$ cat src/rtl/fifo_core_ext.sv
// fifo_core_ext
//   Single-clock FIFO of 2^ALEN words x DLEN bits with selectable read mode
//   (standard registered read or first-word-fall-through), programmable
//   almost-full / almost-empty thresholds, occupancy count and synchronous
//   flush.
//
// Ports
//   clk, rstn      : clock (rising edge), synchronous active-low reset
//   i_flush        : synchronous flush, empties the FIFO
//   i_wen, i_wdata : write request and data
//   o_wfull        : level == DEPTH
//   o_wafull       : level >= AFULL_TH
//   o_woverflow    : one-cycle pulse after a write rejected while full
//   i_ren          : read request (standard) / pop of the head word (FWFT)
//   o_rdata        : read data
//   o_rempty       : no word available at the read side
//   o_raempty      : level <= AEMPTY_TH
//   o_runderflow   : one-cycle pulse after a read rejected while empty
//   o_level        : words held (accepted and not yet read)
module fifo_core_ext #(
    parameter int unsigned ALEN      = 8,
    parameter int unsigned DLEN      = 8,
    parameter int unsigned FWFT      = 0,
    parameter int unsigned AFULL_TH  = 2**ALEN - 2,
    parameter int unsigned AEMPTY_TH = 1
) (
    input  logic            clk,
    input  logic            rstn,
    input  logic            i_flush,
    input  logic            i_wen,
    input  logic [DLEN-1:0] i_wdata,
    output logic            o_wfull,
    output logic            o_wafull,
    output logic            o_woverflow,
    input  logic            i_ren,
    output logic [DLEN-1:0] o_rdata,
    output logic            o_rempty,
    output logic            o_raempty,
    output logic            o_runderflow,
    output logic [ALEN:0]   o_level
);

    localparam int unsigned   DEPTH      = 2**ALEN;
    localparam logic [ALEN:0] DEPTH_LVL  = (ALEN+1)'(DEPTH);
    localparam logic [ALEN:0] AFULL_LVL  = (ALEN+1)'(AFULL_TH);
    localparam logic [ALEN:0] AEMPTY_LVL = (ALEN+1)'(AEMPTY_TH);
    localparam logic [ALEN:0] ONE        = {{ALEN{1'b0}}, 1'b1};

    logic [DLEN-1:0] mem [DEPTH];

    logic [ALEN:0] wptr;
    logic [ALEN:0] rptr;
    logic [ALEN:0] level;
    logic [ALEN:0] level_next;
    logic [ALEN:0] ram_count;
    logic          out_valid;
    logic          out_valid_next;
    logic          wr_acc;
    logic          rd_acc;
    logic          fetch;

    assign o_level = level;

    always_comb begin
        wr_acc         = i_wen & ~o_wfull;
        rd_acc         = i_ren & ~o_rempty;
        ram_count      = wptr - rptr;
        level_next     = level;
        case ({wr_acc, rd_acc})
            2'b10:   level_next = level + ONE;
            2'b01:   level_next = level - ONE;
            default: level_next = level;
        endcase
        // In FWFT mode the output register is refilled from RAM whenever it
        // is empty or being popped, so a word becomes visible one cycle after
        // it lands in RAM. In standard mode the RAM is read only on a read.
        if (FWFT != 0) begin
            fetch = (ram_count != '0) && (!out_valid || rd_acc);
        end else begin
            fetch = rd_acc;
        end
        out_valid_next = fetch | (out_valid & ~rd_acc);
    end

    // Storage has no reset; a flush or reset only rewinds the pointers.
    always_ff @(posedge clk) begin
        if (rstn && !i_flush && wr_acc) begin
            mem[wptr[ALEN-1:0]] <= i_wdata;
        end
    end

    always_ff @(posedge clk) begin
        if (!rstn) begin
            wptr         <= '0;
            rptr         <= '0;
            level        <= '0;
            out_valid    <= 1'b0;
            o_rdata      <= '0;
            o_wfull      <= 1'b0;
            o_wafull     <= 1'b0;
            o_woverflow  <= 1'b0;
            o_rempty     <= 1'b1;
            o_raempty    <= 1'b1;
            o_runderflow <= 1'b0;
        end else if (i_flush) begin
            // o_rdata deliberately holds across a flush.
            wptr         <= '0;
            rptr         <= '0;
            level        <= '0;
            out_valid    <= 1'b0;
            o_wfull      <= 1'b0;
            o_wafull     <= 1'b0;
            o_woverflow  <= 1'b0;
            o_rempty     <= 1'b1;
            o_raempty    <= 1'b1;
            o_runderflow <= 1'b0;
        end else begin
            if (wr_acc) begin
                wptr <= wptr + ONE;
            end
            if (fetch) begin
                rptr    <= rptr + ONE;
                o_rdata <= mem[rptr[ALEN-1:0]];
            end
            level        <= level_next;
            out_valid    <= out_valid_next;
            o_wfull      <= (level_next == DEPTH_LVL);
            o_wafull     <= (level_next >= AFULL_LVL);
            o_raempty    <= (level_next <= AEMPTY_LVL);
            o_woverflow  <= i_wen & o_wfull;
            o_runderflow <= i_ren & o_rempty;
            if (FWFT != 0) begin
                o_rempty <= ~out_valid_next;
            end else begin
                o_rempty <= (level_next == '0);
            end
        end
    end

endmodule
$ cat config.mk
export PLATFORM = sky130hd
export DESIGN_NAME = fifo_core_ext
export DESIGN_NICKNAME = d
export VERILOG_FILES = /design/src/rtl/fifo_core_ext.sv
export SDC_FILE = /design/constraint.sdc
export NUM_CORES = 2
export LEC_CHECK = 0
export CORE_UTILIZATION = 63
export CTS_BUF_LIST = sky130_fd_sc_hd__clkbuf_8 sky130_fd_sc_hd__clkbuf_16
export CTS_CLUSTER_DIAMETER = 40
export CTS_CLUSTER_SIZE = 10
export DETAILED_ROUTE_END_ITERATION = 16
export DONT_BUFFER_PORTS = 1
export GPL_ROUTABILITY_DRIVEN = 0
export MAX_ROUTING_LAYER = met4
export PLACE_DENSITY = 0.79
export SKIP_LAST_GASP = 1
export SYNTH_ARGS = -nofsm -noshare
export SYNTH_HDL_FRONTEND = slang
export SYNTH_SLANG_ARGS = --single-unit
$ cat constraint.sdc
create_clock -name clk -period 4.65 [get_ports clk]
set_input_delay 1.395 -clock clk [delete_from_list [all_inputs] [get_ports clk]]
set_output_delay 1.395 -clock clk [all_outputs]
set_load 0.05 [all_outputs]
# Yosys cells after proc, flatten, opt, wreduce, memory -nomap -nowiden
# Memory sizes are Yosys's and may differ from the RTL's. A register that Yosys moved wholly into a read port is not among the register bits.
# Cells that the tools add are included.
# Widths: inputs -> output; s select.
# totals
reg_bits	33
ram_bits	2048
in_bits	13
n_memories	1
# mem_list
name	words	word_bits	read_ports	rd_clocked_by_memory_dff	write_ports	line	text
mem	256	8	1	1	1	49	logic [DLEN-1:0] mem [DEPTH];
# op_classes
addsub	4
n_lt_le_gt_ge	2
eq_ne	3
n_mux	3
bitwise_logic	8
n_reduce_logical	7
# op_table
op	count
$add 9x1->9 const B	3
$pmux 9 s2	1
$eq 9x9->1 const B	1
$ge 9x8->1 const B	1
$le 9x1->1 const B	1
$logic_not 9->1	1
$sub 9x1->9 const B	1
$and 1x1->1	4
$not 1->1	4
$eq 2x1->1 const B	1
$eq 2x2->1 const B	1
$logic_and 1x1->1	2
$logic_not 1->1	2
$mux 1	2
$reduce_and 2->1	1
$reduce_or 2->1	1

# Depth between registers and ports, before layout
# depth
word_depth	5
depth_mapped	14

# Worst setup path after synthesis
# OpenSTA, ideal clock, no wires.
# synth_timing
path_kind	input to register
from	input i_wen
to	register o_wafull
setup_ps	87
arrival_ps	4130
path_slack_ps	433
path_stages	14
n_path_buf	2
cell_sequence	nor2b_1 > clkbuf_1 > inv_1 > ha_1 > clkbuf_1 > xor2_1 > ha_1 > a21oi_1 > xnor2_1 > nor2_1 > xnor2_1 > or3_1 > or4_1 > o31ai_1
# synth_via
elab_chain_cells	4
word_cells_on_any_way	5
classes_between	order compare: 1; eq/ne: 2; mux: 1; bitwise: 1
# synth_rtl
item	line	text
start: declaration	30	input logic i_wen,
$and 1x1->1 (*)	65	wr_acc = i_wen & ~o_wfull;
$eq 2x1->1 / $eq 2x2->1 (equally long branches)	69	case ({wr_acc, rd_acc})
$pmux 9 s2 (*)	69	
$ge 9x8->1 (*)	128	o_wafull <= (level_next >= AFULL_LVL);
end signal: assignment	128	
end: declaration	33	output logic o_wafull,
# Mark *: on every way between the ends. The rest lies on a longest branch, timed or not.
# A chain may end at the register's enable or synchronous reset.

==> summary.txt <==
Run status
  • Status: complete, no violations

Power and ir drop
  • P_int: 32.39 mW
  • Cell area power density: 436.4 nW/um^2
  • Clk pwr share: 0.474
  • Register share of total power: 0.516
  • LEAKAGE: 28.03 nW
  • Switch share: 0.1931
  • Comb pwr share: 0.010
  • VDD IR max: 0.4706 mV
  • Sw power: 7.751 mW

Finish
  • Share of post-route cells with drive strength above 1: 0.2199
  • Most common library cell in the layout ignoring fill and taps: edfxtp_1
  • Area grow syn2layout: 12.20%
  • Post-Route Utilization: 0.7114
  • Most frequent cells in the layout: edfxtp_1, mux4_2, nor2_1, clkbuf_16, mux2i_1
  • Final-stage net count: 4253

Routing
  • Routed wire length per instance: 35.93 um
  • DRC viols: 0
  • DR vias: 43.89k
  • Post-route ant nets: 0
  • Pre-antenna DRT Iters: 8
  • Via density: 7.198
  • Routed WL: 219.1 mm
  • Initial DRC Count: 6597

Clock network
  • Clk buf depth: 4
  • Reg clk slew, reported paths: 0.06 ns
  • TritonCTS clock tree: done
  • Post-cts resize count: 0
  • Clock root cell: clkbuf_16
  • Post-CTS setup buffers: 0
  • H-tree depth: 5
  • Worst-Skew Late Latency: 0.92 ns
  • CTS buffer count: 279
  • CTS Sinks: 2087
  • Hold-fix buffers, CTS: 0

Timing
  • RSZ-0062 raised after global routing: no
  • Skew final: 0.04751 ns
  • Maximum clock rate: 248.1 MHz
  • Max_slew headroom: 0.1373
  • Final Critical Period: 4.030 ns
  • Final hold vios: 0
  • Count of final setup violators: 0
  • Total negative setup slack: 0 ns
  • Slew @ Worst Pin: 1.261 ns
  • Post-route clock period utilization: 0.8668
  • Slew Viols, Final: 0
  • Hold Worst Slack: 0.6165 ns

Global routing
  • Congestion Overflow GR: 0
  • First-pass GRT wire length: 313.2 mm
  • Antenna violations before repair: 11
  • Global Route Usage Sum: 0.3490
  • Vias in the first global route: 44.07k
  • Largest net degree at the start of global routing: 257

Critical path
  • Crit Path Class: flip-flop to flip-flop
  • Crit-path max FO: 25
  • Critical Path Source Type: flip-flop
  • Critical Path RT: 5.51 ns
  • Crit. End Element: flip-flop
  • Worst EP arrival: 4.89 ns

Logic synthesis
  • FFs w/ async S/R, synth: 0
  • Syn Nets: 4076
  • Post-synth EDFFs: 2048
  • Mean Syn Cell Area: 20.22 um^2
  • Cells after Synth: 4055
  • Synth area leader: edfxtp_1
  • Register area share after synthesis: 0.7596
  • Yosys cell types: 74
  • Synthesized flop and latch total: 2087
  • Cell area after synthesis: 81990 um^2
  • Main area contributors after synthesis: edfxtp_1, mux4_2, mux2i_1
  • Ys Warns: 0
  • Ys flop type: edfxtp_1
  • Synth top area share: 0.7500

Placement
  • Final HPWL DP: 123.0 mm
  • Port Buffers: 0

Die
  • Die area: 131600 um^2
  • DIE WIDTH: 362.8 um
  • Die Y-Extent: 362.8 um
  • Row Count: 132
  • CORE AREA: 129300 um^2
  • Initial Utilization: 0.6341
  • IO Pins: 36

Hold path
  • Type of the most critical hold path: flip-flop to flip-flop

Run
  • Max-cap violations: 0
synthesized netlist by cell type, drive strengths merged, types with 8 or more instances:
| library cell | number |
|---|---|
| nand4 | 10 |
| nand2b | 11 |
| nand2 | 83 |
| a21oi | 79 |
| o221ai | 50 |
| o32ai | 8 |
| nor3 | 22 |
| and3 | 11 |
| inv | 13 |
| edfxtp | 2048 |
| a221oi | 21 |
| nor2 | 336 |
| o21a | 8 |
| mux2i | 234 |
| nor2b | 27 |
| mux4 | 434 |
| o22ai | 35 |
| a211oi | 22 |
| nand3 | 33 |
| a2111oi | 12 |
| buf | 150 |
| or4 | 8 |
| mux2 | 21 |
| a22oi | 44 |
| o21ai | 42 |
| a31oi | 18 |
| dfxtp | 39 |
| ha | 8 |
| xnor2 | 13 |
| and2 | 11 |
| clkbuf | 103 |
path summary, 6_finish.rpt:
check	to	depth (start not counted)	startpoint	slack [ns]
max	o_rdata[5]	7	rptr[2]	0.62
min	wptr[5]	2	wptr[5]	0.62
max reg2reg	o_rdata[5]	7	rptr[2]	0.62
min reg2reg	wptr[5]	2	wptr[5]	0.62
power groups by stage:
stage	combinational, mW	clock, mW	sequential (mW)
after floorplan	0.306	0	21.1
after global placement	0.377	0	21.1
after detailed placement	0.382	0	21.1
after CTS	0.388	19.1	20.7
after global routing	0.408	19.8	20.7
final	0.391	19.0	20.7
per-stage QoR:
| stage | worst slack [ns] | instance area, um^2 | total power, mW | std cells |
|---|---|---|---|---|
| 2_1_floorplan | 0.4331 | 81990 | 21.38 | 4055 |
| 3_3_place_gp | 0.6556 | 84010 | 21.46 | 5693 |
| 3_5_place_dp | 0.6187 | 84010 | 21.46 | 5693 |
| 4_1_cts | 0.9014 | 91970 | 40.17 | 6085 |
| 5_1_grt | 0.5711 | 92000 | 40.92 | 6098 |
| 6_report | 0.6195 | 92000 | 40.14 | 6098 |
state kept, by name, summed over array words and instances (netlist names):
name and flops:
o_rdata 8, o_rempty 1, o_wafull 1, o_raempty 1, o_runderflow 1, o_woverflow 1
wptr 8, rptr 8, mem 2048, o_level 9, o_wfull 1
worst max-delay path, cell delays in order (launching register included):
cell	delay [ns]
dfxtp_4	0.67
clkinv_2	0.67
nand2_1	0.97
o221ai_1	0.25
a21oi_1	0.42
o32ai_1	0.14
nor3b_1	0.62
o31a_1	0.19
final cells by class:
class / instances / area (um^2)
clock buffers: 288 / 7207
inverters: 15 / 60.06
clock inverters: 104 / 744.5
multi-input cells: 1700 / 18120
repair buffers: 149 / 1356
flip-flops and latches: 2087 / 62300
well taps: 1742 / 2180
fillers: 7189 / 37320
diodes: 13 / 32.53
cells by family after synthesis:
family                     share of synthesized area
muxes                                         0.1508
AOI/OAI and AO/OA                            0.03577
and+or+nand+nor                              0.03053
adders and majority gates                   0.001221
DFF                                           0.7596
xor gates and xnor gates                    0.002136
buffers and inverters                        0.01994
per-layer routing:
layer  share of wire  routed length, um  up-vias  global-route usage
met3            0.14              31580      699              0.1096
met4           0.048              10420        0              0.1512
met5               0                  0        -                   -
met1            0.34              74460    22370              0.4492
li1                -                  -    17090                   -
met2            0.47             102600     3729              0.5179
Power figures use the tool's default switching activity.
